==> config.mk <==
export PLATFORM = sky130hd
export DESIGN_NAME = updown_mod_counter
export DESIGN_NICKNAME = d
export VERILOG_FILES = /design/src/rtl/counter_pkg.sv /design/src/rtl/prescaler.sv /design/src/rtl/updown_mod_counter.sv
export SDC_FILE = /design/constraint.sdc
export NUM_CORES = 1
export LEC_CHECK = 0
export ABC_AREA = 1
export BUFFER_PORTS_ARGS = -buffer_cell sky130_fd_sc_hd__buf_2
export CORE_MARGIN = 2
export CORE_UTILIZATION = 53
export CTS_BUF_LIST = sky130_fd_sc_hd__clkbuf_8
export CTS_CLUSTER_DIAMETER = 60
export DETAILED_ROUTE_END_ITERATION = 6
export PLACE_DENSITY = 0.81
export SYNTH_ARGS = -nofsm -noshare
export SYNTH_HDL_FRONTEND = slang
export SYNTH_SLANG_ARGS = --single-unit
export TNS_END_PERCENT = 20
==> constraint.sdc <==
create_clock -name clk -period 1.7 [get_ports clk]
set_clock_uncertainty 0.05 [all_clocks]
set_input_delay 0.085 -clock clk [delete_from_list [all_inputs] [get_ports clk]]
set_output_delay 0.085 -clock clk [all_outputs]
set_load 0.005 [all_outputs]
==> src/rtl/counter_pkg.sv <==
`default_nettype none
// ============================================================================
//  Module      : counter_pkg
//  Description : Shared constants for the up/down modulo counter: direction
//                encoding of the 'up' input and the wrap/saturate mode
//                encoding of the SATURATE parameter.
//  Revision    : 1.0 - initial release
// ============================================================================
package counter_pkg;

    // Direction encoding, as seen on the 'up' input
    localparam logic DIR_DOWN  = 1'b0;
    localparam logic DIR_UP    = 1'b1;

    // Boundary behaviour, as selected by the SATURATE parameter
    localparam bit   MODE_WRAP = 1'b0;
    localparam bit   MODE_SAT  = 1'b1;

endpackage : counter_pkg
`default_nettype wire

==> src/rtl/prescaler.sv <==
`default_nettype none
// ============================================================================
//  Module      : prescaler
//  Description : Counts enabled cycles 0..PRESCALE-1. The strobe is high
//                combinationally on the enabled cycle in which the counter
//                sits at PRESCALE-1; the counter returns to 0 on that edge.
//                With PRESCALE=1 the strobe is simply 'en'.
//  Ports       : clk    - rising-edge clock
//                reset  - synchronous active-high reset (counter to 0)
//                clear  - synchronous clear (counter to 0), below reset
//                en     - count enable; counter holds when low
//                strobe - step strobe for the parent counter
//  Revision    : 1.0 - initial release
// ============================================================================
module prescaler #(
    parameter int unsigned PRESCALE = 1
) (
    input  logic clk,
    input  logic reset,
    input  logic clear,
    input  logic en,
    output logic strobe
);

    // One extra state of headroom keeps the width at least 1 for PRESCALE=1
    localparam int unsigned       c_CW   = $clog2(PRESCALE + 1);
    localparam logic [c_CW-1:0]   c_TERM = c_CW'(PRESCALE - 1);

    logic [c_CW-1:0] cnt_q;
    logic [c_CW-1:0] cnt_d;
    logic            w_at_term;

    assign w_at_term = (cnt_q == c_TERM);
    assign strobe    = en & w_at_term;

    always_comb begin
        cnt_d = cnt_q;
        if (clear) begin
            cnt_d = '0;
        end else if (en) begin
            cnt_d = w_at_term ? '0 : cnt_q + 1'b1;
        end
    end

    always_ff @(posedge clk) begin
        if (reset) begin
            cnt_q <= '0;
        end else begin
            cnt_q <= cnt_d;
        end
    end

endmodule : prescaler
`default_nettype wire

==> src/rtl/updown_mod_counter.sv <==
`default_nettype none
// ============================================================================
//  Module      : updown_mod_counter
//  Description : Up/down counter over 0..MAX_VALUE with optional prescaler,
//                synchronous load (clamped to MAX_VALUE), wrap or saturate
//                boundary behaviour and a registered terminal-count pulse.
//                Per-edge priority: reset, load, step.
//  Ports       : clk        - rising-edge clock
//                reset      - synchronous active-high reset
//                en         - count enable
//                up         - direction (DIR_UP / DIR_DOWN)
//                load       - synchronous load request
//                load_value - value to load (clamped to MAX_VALUE)
//                count      - registered count
//                tc         - registered one-cycle terminal-count pulse
//                zero       - count == 0, decoded from the count register
//  Revision    : 1.0 - initial release
// ============================================================================
module updown_mod_counter
    import counter_pkg::*;
#(
    parameter int unsigned       WIDTH     = 8,
    parameter logic [WIDTH-1:0]  MAX_VALUE = {WIDTH{1'b1}},
    parameter bit                SATURATE  = MODE_WRAP,
    parameter int unsigned       PRESCALE  = 1
) (
    input  logic             clk,
    input  logic             reset,
    input  logic             en,
    input  logic             up,
    input  logic             load,
    input  logic [WIDTH-1:0] load_value,
    output logic [WIDTH-1:0] count,
    output logic             tc,
    output logic             zero
);

    logic [WIDTH-1:0] count_q;
    logic [WIDTH-1:0] count_d;
    logic             tc_q;
    logic             tc_d;

    logic             w_strobe;
    logic             w_at_max;
    logic             w_at_zero;
    logic             w_boundary;
    logic [WIDTH-1:0] w_step_val;
    logic [WIDTH-1:0] w_load_val;

    // ------------------------------------------------------------------
    // Prescaler: a load restarts the prescale period so the first step
    // after a load always needs a full PRESCALE enabled cycles.
    // ------------------------------------------------------------------
    prescaler #(
        .PRESCALE (PRESCALE)
    ) u_prescaler (
        .clk    (clk),
        .reset  (reset),
        .clear  (load),
        .en     (en),
        .strobe (w_strobe)
    );

    assign w_at_max   = (count_q == MAX_VALUE);
    assign w_at_zero  = (count_q == '0);
    assign w_boundary = (up == DIR_UP) ? w_at_max : w_at_zero;

    // Clamp keeps count within 0..MAX_VALUE regardless of the loaded value
    assign w_load_val = (load_value > MAX_VALUE) ? MAX_VALUE : load_value;

    // The +1 / -1 paths are only taken away from the boundary, so neither
    // can overflow WIDTH bits.
    always_comb begin
        w_step_val = count_q;
        if (up == DIR_UP) begin
            if (w_at_max) begin
                w_step_val = (SATURATE == MODE_SAT) ? MAX_VALUE : '0;
            end else begin
                w_step_val = count_q + 1'b1;
            end
        end else begin
            if (w_at_zero) begin
                w_step_val = (SATURATE == MODE_SAT) ? '0 : MAX_VALUE;
            end else begin
                w_step_val = count_q - 1'b1;
            end
        end
    end

    // tc flags any step taken at the boundary, including repeated
    // saturated steps that leave count unchanged.
    always_comb begin
        count_d = count_q;
        tc_d    = 1'b0;
        if (load) begin
            count_d = w_load_val;
        end else if (w_strobe) begin
            count_d = w_step_val;
            tc_d    = w_boundary;
        end
    end

    always_ff @(posedge clk) begin
        if (reset) begin
            count_q <= '0;
            tc_q    <= 1'b0;
        end else begin
            count_q <= count_d;
            tc_q    <= tc_d;
        end
    end

    assign count = count_q;
    assign tc    = tc_q;
    assign zero  = (count_q == '0);

endmodule : updown_mod_counter
`default_nettype wire

==> results of run 1 <==
metal layers:
layer | wire length [µm] | vias up | track usage | share of wire
met2 | 1060 | 54 | 0.439 | 0.47
met1 | 1020 | 443 | 0.338 | 0.45
li1 | - | 511 | - | -
met5 | 0 | - | 0 | 0
met3 | 183 | 2 | 0.0468 | 0.081
met4 | 10 | 0 | 0.0813 | 0.0044
Yosys cell counts, drive strengths merged:
cell type and n:
o21ai 13, nand2 40, xnor2 1, clkinv 1
a211oi 1, xor2 1, nor3 1, a31oi 2
inv 22, a41oi 1, ha 3, buf 1
nand4 2, nand3 15, nor2 18, o221ai 1
or2 2, dfxtp 9, a21oi 8
cell type report:
class	count	area, µm²	area share
Clock buffer	3	41.3	0.0418
Clock inverter	1	3.75	0.00380
Timing Repair Buffer	24	125	0.127
Inverter	23	86.3	0.0873
Multi-Input combinational cell	109	532	0.538
Tap cell	16	20.0	0.0203
Sequential cell	9	180	0.182
cells by family after synthesis:
family                   after synthesis
adder cells (fa/ha/maj)                3
AO/OA/AOI/OAI                         26
flip-flops                             9
buffers and inverters                 24
XOR/XNOR                               2
AND/OR/NAND/NOR                       78
report_power, final:
group	switching, mW	leakage, nW	internal [mW]
clock network	0.0886	0.0269	0.158
logic	0.136	0.427	0.0893
registers	0.0281	0.0746	0.229
sequential cells by signal, indices dropped and copies added, names as in the netlist:
name / flops
tc: 1
count: 8
how the worst max path moves through the flow:
stage	endpoint	cells after the start	start	slack, ns
2_1_floorplan	count[4]	10	count[0]	0.30
3_3_place_gp	count[6]	10	count[0]	0.12
3_5_place_dp	count[6]	10	count[0]	0.08
4_1_cts	count[6]	10	count[0]	0.007
5_1_grt	count[5]	10	count[1]	0.03
6_report	count[6]	10	count[0]	0.1
placed cells by master (no fill, tap or decap), types with 2 or more instances in the layout:
cell      synthesis  final
nand3_1          15     15
a21oi_1           8      7
buf_4             0      2
buf_2             1     22
inv_1            21     22
nand2_1          39     39
ha_1              3      3
nor2_2            2      2
nand4_1           2      2
clkbuf_8          0      3
or2_2             2      2
dfxtp_1           9      9
o21ai_0          13     13
nor2_1           16     16
a31oi_1           2      2
stage by stage:
stage	utilization	power [mW]	area, µm²	hold WS, ns
floorplan	-	0.401	800	0.104
global placement	0.646	0.474	940	0.269
detailed placement	0.646	0.480	940	0.273
CTS	0.677	0.725	985	0.0321
global route	0.680	0.771	988	0.0498
finish	0.680	0.729	988	0.0288
critical path: cells and delay by family (launching register included):
family | cells | cell delay, ns
AO/OA/AOI/OAI | 2 | 0.25
AND/OR/NAND/NOR | 4 | 0.33
adder cells (fa/ha/maj) | 1 | 0.22
flip-flops | 1 | 0.39
buffers and inverters | 3 | 0.23
==> summary.txt, run 1 <==
Reg2Reg Launch Point -> count[0]
ANT cells -> 0
Seq/Total Area, Yosys -> 0.225
CTS sink cnt -> 9
Most used cell, CP -> inv_1
DRC -> 0
Finished Layout Cells -> 185
Synth Area in XOR/XNOR -> 0.0219
Critical path, cell by cell -> inv_1, ha_1, inv_1, nor2_1, nand2_2, inv_2, a21oi_2, nand3_1, nand2_1, a21oi_1
Actual slew at the worst max-slew pin -> 0.293 ns
Worst hold path type -> input port to flop
Die area -> 0.00184 mm²
Setup total negative slack -> 0 ns
Top cell type by total area after synthesis -> dfxtp_1
Post-Syn Instances -> 142
Hold Vio Cnt, Final -> 0
Num rows -> 14
Simple-gate share of the synthesized area -> 0.413
Achievable Freq -> 625 MHz
# Post-CTS Setup Buffers -> 0
CTS buffer count -> 3
Hold EP -> count[0]
Post-synthesis mux area share -> 0
Distinct cells, synth -> 22
CTS tree -> yes
Path type of the worst setup path -> flop to flop
Die width -> 42.8 µm
Worst hold start -> reset
Clk root buf -> clkbuf_8
Initial antenna violation count -> 0
CTS H-Tree Depth -> 1
Worst EP required -> 1.76 ns
Worst vdd ir -> 0.000434 V
Detailed Place HPWL -> 1780 µm
Post-Route WL -> 2270 µm
Mean Syn Cell Area -> 5.63 µm²
Syn_nets -> 158
Share of the synthesized area in the top cell type -> 0.225
DP Cell Count -> 181
Total GRT Usage -> 0.262
Routed length per instance -> 12.2 µm
Top Ports -> 23
Clk Latency, worst-skew pair -> 0.23 ns
Layout cell share with drive strength beyond 1 -> 0.201
Status -> complete, no violations
Number of port buffers -> 22
Leak pwr -> 0.529 nW
Synth Area in Compound Gates -> 0.178
CP peak stage delay -> 0.39 ns
Count of cells along the worst hold path -> 2
Ys Warns -> 0
Final count of pins violating max slew -> 0
First-pass GRT wire length -> 3710 µm
Startpoint types -> flop
Max cap viols -> 0
Endpoints failing setup -> 0
Via Count -> 1,010
Crit path max-delay cell type -> dfxtp_1
CTS clk-pin slew, worst paths -> 0.05 ns
Initial Util -> 0.550
Largest family of logic cells by synthesized area -> simple AND/OR/NAND/NOR gates
WP data arrival -> 1.66 ns
CP Capture Type -> flop
Period utilization -> 0.942
Core Region -> 0.00145 mm²
Pre-CTS WS -> 0.0780 ns
Initial DRC count -> 59
GPL Wtd Cong -> 0.901
Grt ovf -> 0
R2R depth -> 10
Synth Register Bits -> 9
Die H -> 42.8 µm
Post-CTS Hold Buffers -> 0
PD cells -> 737 mW/mm²
Via density -> 5.46
Nets -> 186
Adder-cell share of the synthesized area -> 0.0469
Fin worst setup slack -> 0.0988 ns
Vias in the first global route -> 869
Router iterations before antenna repair -> 4
Clk buf depth -> 2
Netlist Area Pre-Place -> 800 µm²
Routed Antenna Nets -> 0
Fillers -> 140
Post-CTS Resized -> 0
Critical path peak fanout -> 5
Min cycle time layout -> 1.60 ns
Worst reg2reg setup slack -> 0.1 ns
Largest net degree at the start of global routing -> 10
RSZ-0062 raised after global routing -> false
Layout area overhead -> 23.6%
Critical R2R Capture -> count[6]
Synth top area cells -> dfxtp_1 23%, nand2_1 18%, inv_1 9.9%, nand3_1 9.4%, o21ai_0 8.1%
Max-Slew Margin vs Limit -> 0.804
Power figures use the tool's default switching activity.
==> run 2, diff against run 1 <==
- REMOVE_ABC_BUFFERS: not set -> 1
==> run 2 against run 1 <==
Effect of this change:
- routed wire length is 0.49% lower
- fmax grew 5.1%
- count of clock-buffer cells in the layout unchanged
- first-iteration DRC count is 47% lower
- sequential cell count unchanged
- final cell count rose by 0.54%
- non-clock buffer count rose by 1
- critical endpoint unchanged
- largest cell class unchanged
- highest routed layer unchanged
==> summary.txt, run 2 (synthesized netlist as in run 1, its figures left out) <==
Status -> complete, no violations
Fillers -> 137 (-2.1%)
Initial Util -> 0.550 (unchanged)
Largest net degree at the start of global routing -> 10 (unchanged)
Critical path, cell by cell -> inv_1, ha_1, inv_1, nor2_1, nand2_2, inv_2, a21oi_2, nand3_1, nand2_1, a21oi_1
Post-Route WL -> 2250 µm (-0.49%)
PD cells -> 740 mW/mm² (+0.36%)
Top Ports -> 23 (unchanged)
Worst Path Buf+Inv -> 3 (unchanged)
Clk buf depth -> 2 (unchanged)
Area after DPL -> 947 µm² (+0.80%)
Routed Antenna Nets -> 0 (unchanged)
Finished Layout Cells -> 186 (+0.54%)
Worst hold path type -> input port to flop
Most common cell after layout, fill and taps aside -> nand2_1
Actual slew at the worst max-slew pin -> 0.278 ns (-0.0155 ns)
Met1 Use GR -> 0.364 (+0.0260)
Die H -> 42.8 µm (unchanged)
Leak pwr -> 0.534 nW (+1.0%)
RSZ-0062 raised after global routing -> false
Critical path peak fanout -> 5 (unchanged)
CP Capture Type -> flop
Via density -> 5.32 (-2.5%)
First-pass GRT wire length -> 3840 µm (+3.3%)
Startpoint types -> flop
Core Region -> 0.00145 mm² (unchanged)
Most frequent cells in the layout -> 39 x nand2_1, 22 x inv_1, 22 x buf_2
Die width -> 42.8 µm (unchanged)
Clk Latency, worst-skew pair -> 0.24 ns (about the same)
CTS H-Tree Depth -> 1 (unchanged)
Setup total negative slack -> 0 ns (unchanged)
R2R depth -> 10 (unchanged)
CP peak stage delay -> 0.38 ns (about the same)
Util after Layout -> 0.686 (+0.00602)
Crit path depth -> 10 (unchanged)
Die area -> 0.00184 mm² (unchanged)
Worst vdd ir -> 0.000527 V (+21%)
Most used cell, CP -> inv_1
Count of cells along the worst hold path -> 2 (unchanged)
Pre-CTS WS -> 0.0983 ns (+0.0203 ns)
Vias in the first global route -> 901 (+3.7%)
CTS tree -> yes
Initial antenna violation count -> 0 (unchanged)
Max reg flops -> 8 (unchanged)
Endpoints failing setup -> 0 (unchanged)
Path type of the worst setup path -> flop to flop
CTS buffer count -> 3 (unchanged)
Detailed Place HPWL -> 1730 µm (-2.7%)
Layout cell share with drive strength beyond 1 -> 0.212 (+0.0106)
Layout area overhead -> 24.7%
Achievable Freq -> 656 MHz (+5.1%)
Initial DRC count -> 31 (-47%)
Via Count -> 990 (-2.0%)
Final Cell Area -> 997 µm² (+0.89%)
Nets -> 187 (+0.54%)
Fin worst setup slack -> 0.176 ns (+0.0775 ns)
Number of port buffers -> 22 (unchanged)
WP data arrival -> 1.60 ns (-0.06 ns)
Worst EP required -> 1.77 ns (about the same)
Max cap viols -> 0 (unchanged)
Register area -> 181 µm² (+0.69%)
Critical path's top delay family -> flip-flops
Period utilization -> 0.896 (-0.0456)
Hold Vio Cnt, Final -> 0 (unchanged)
Routed length per instance -> 12.1 µm (-1.0%)
Clk root buf -> clkbuf_8
Met2 usage -> 0.433 (-0.00606)
Total GRT Usage -> 0.275 (+0.0132)
Grt ovf -> 0 (unchanged)
Post-CTS Hold Buffers -> 0 (unchanged)
CTS sink cnt -> 9 (unchanged)
Final count of pins violating max slew -> 0 (unchanged)
CTS clk-pin slew, worst paths -> 0.05 ns (about the same)
DP Cell Count -> 182 (+0.55%)
GPL Wtd Cong -> 0.902 (about the same)
Crit path max-delay cell type -> dfxtp_1
Multi-input gate area -> 532 µm² (unchanged)
Num rows -> 14 (unchanged)
DRC -> 0 (unchanged)
Max-Slew Margin vs Limit -> 0.815 (+0.0104)
Met3 usage -> 0.0383 (-0.00851)
Global routing's busiest layer -> met2
Min cycle time layout -> 1.52 ns (-0.0775 ns)
Router iterations before antenna repair -> 4 (unchanged)
ANT cells -> 0 (unchanged)
[run 2: routing by layer]
metal,up-vias,share of wire
li1,514,-
met1,439,0.46
met2,32,0.47
met3,5,0.059
met4,0,0.010
met5,-,0
[run 2: cell type report]
cell class / instances / area share
clock inverters: 1 / 0.00376
multi-input cells: 109 / 0.533
well taps: 16 / 0.0201
repair buffers: 25 / 0.133
flip-flops and latches: 9 / 0.182
clock buffers: 3 / 0.0414
inverters: 23 / 0.0866
[run 2: what timing repair did]
| action | 4_1_cts | 5_1_grt |
|---|---|---|
| gates resized for setup | 0 | 2 |
| buffers inserted | 0 | 0 |
| endpoints found under the setup margin | 0 | 4 |
| hold endpoints to repair | 0 | 0 |
[run 2: worst paths after layout]
kind	start	to	slack (ns)
max	count[1]	count[6]	0.18
min	reset	count[0]	0.02
max reg2reg	count[1]	count[6]	0.18
min reg2reg	count[0]	count[0]	0.47
[run 2: power by group]
part | switching (mW) | total [mW] | internal, mW | leakage (nW)
clock | 0.0956 | 0.254 | 0.158 | 0.0269
sequential | 0.0276 | 0.257 | 0.229 | 0.0748
combinational | 0.136 | 0.227 | 0.0918 | 0.432
total | 0.259 | 0.738 | 0.479 | 0.534
[run 2: stage by stage]
stage | hold slack [ns] | total power [mW]
final | 0.0217 | 0.738
after global routing | 0.0463 | 0.785
after CTS | 0.0189 | 0.735
after detailed placement | 0.270 | 0.480
after global placement | 0.265 | 0.477
after floorplan | 0.104 | 0.399
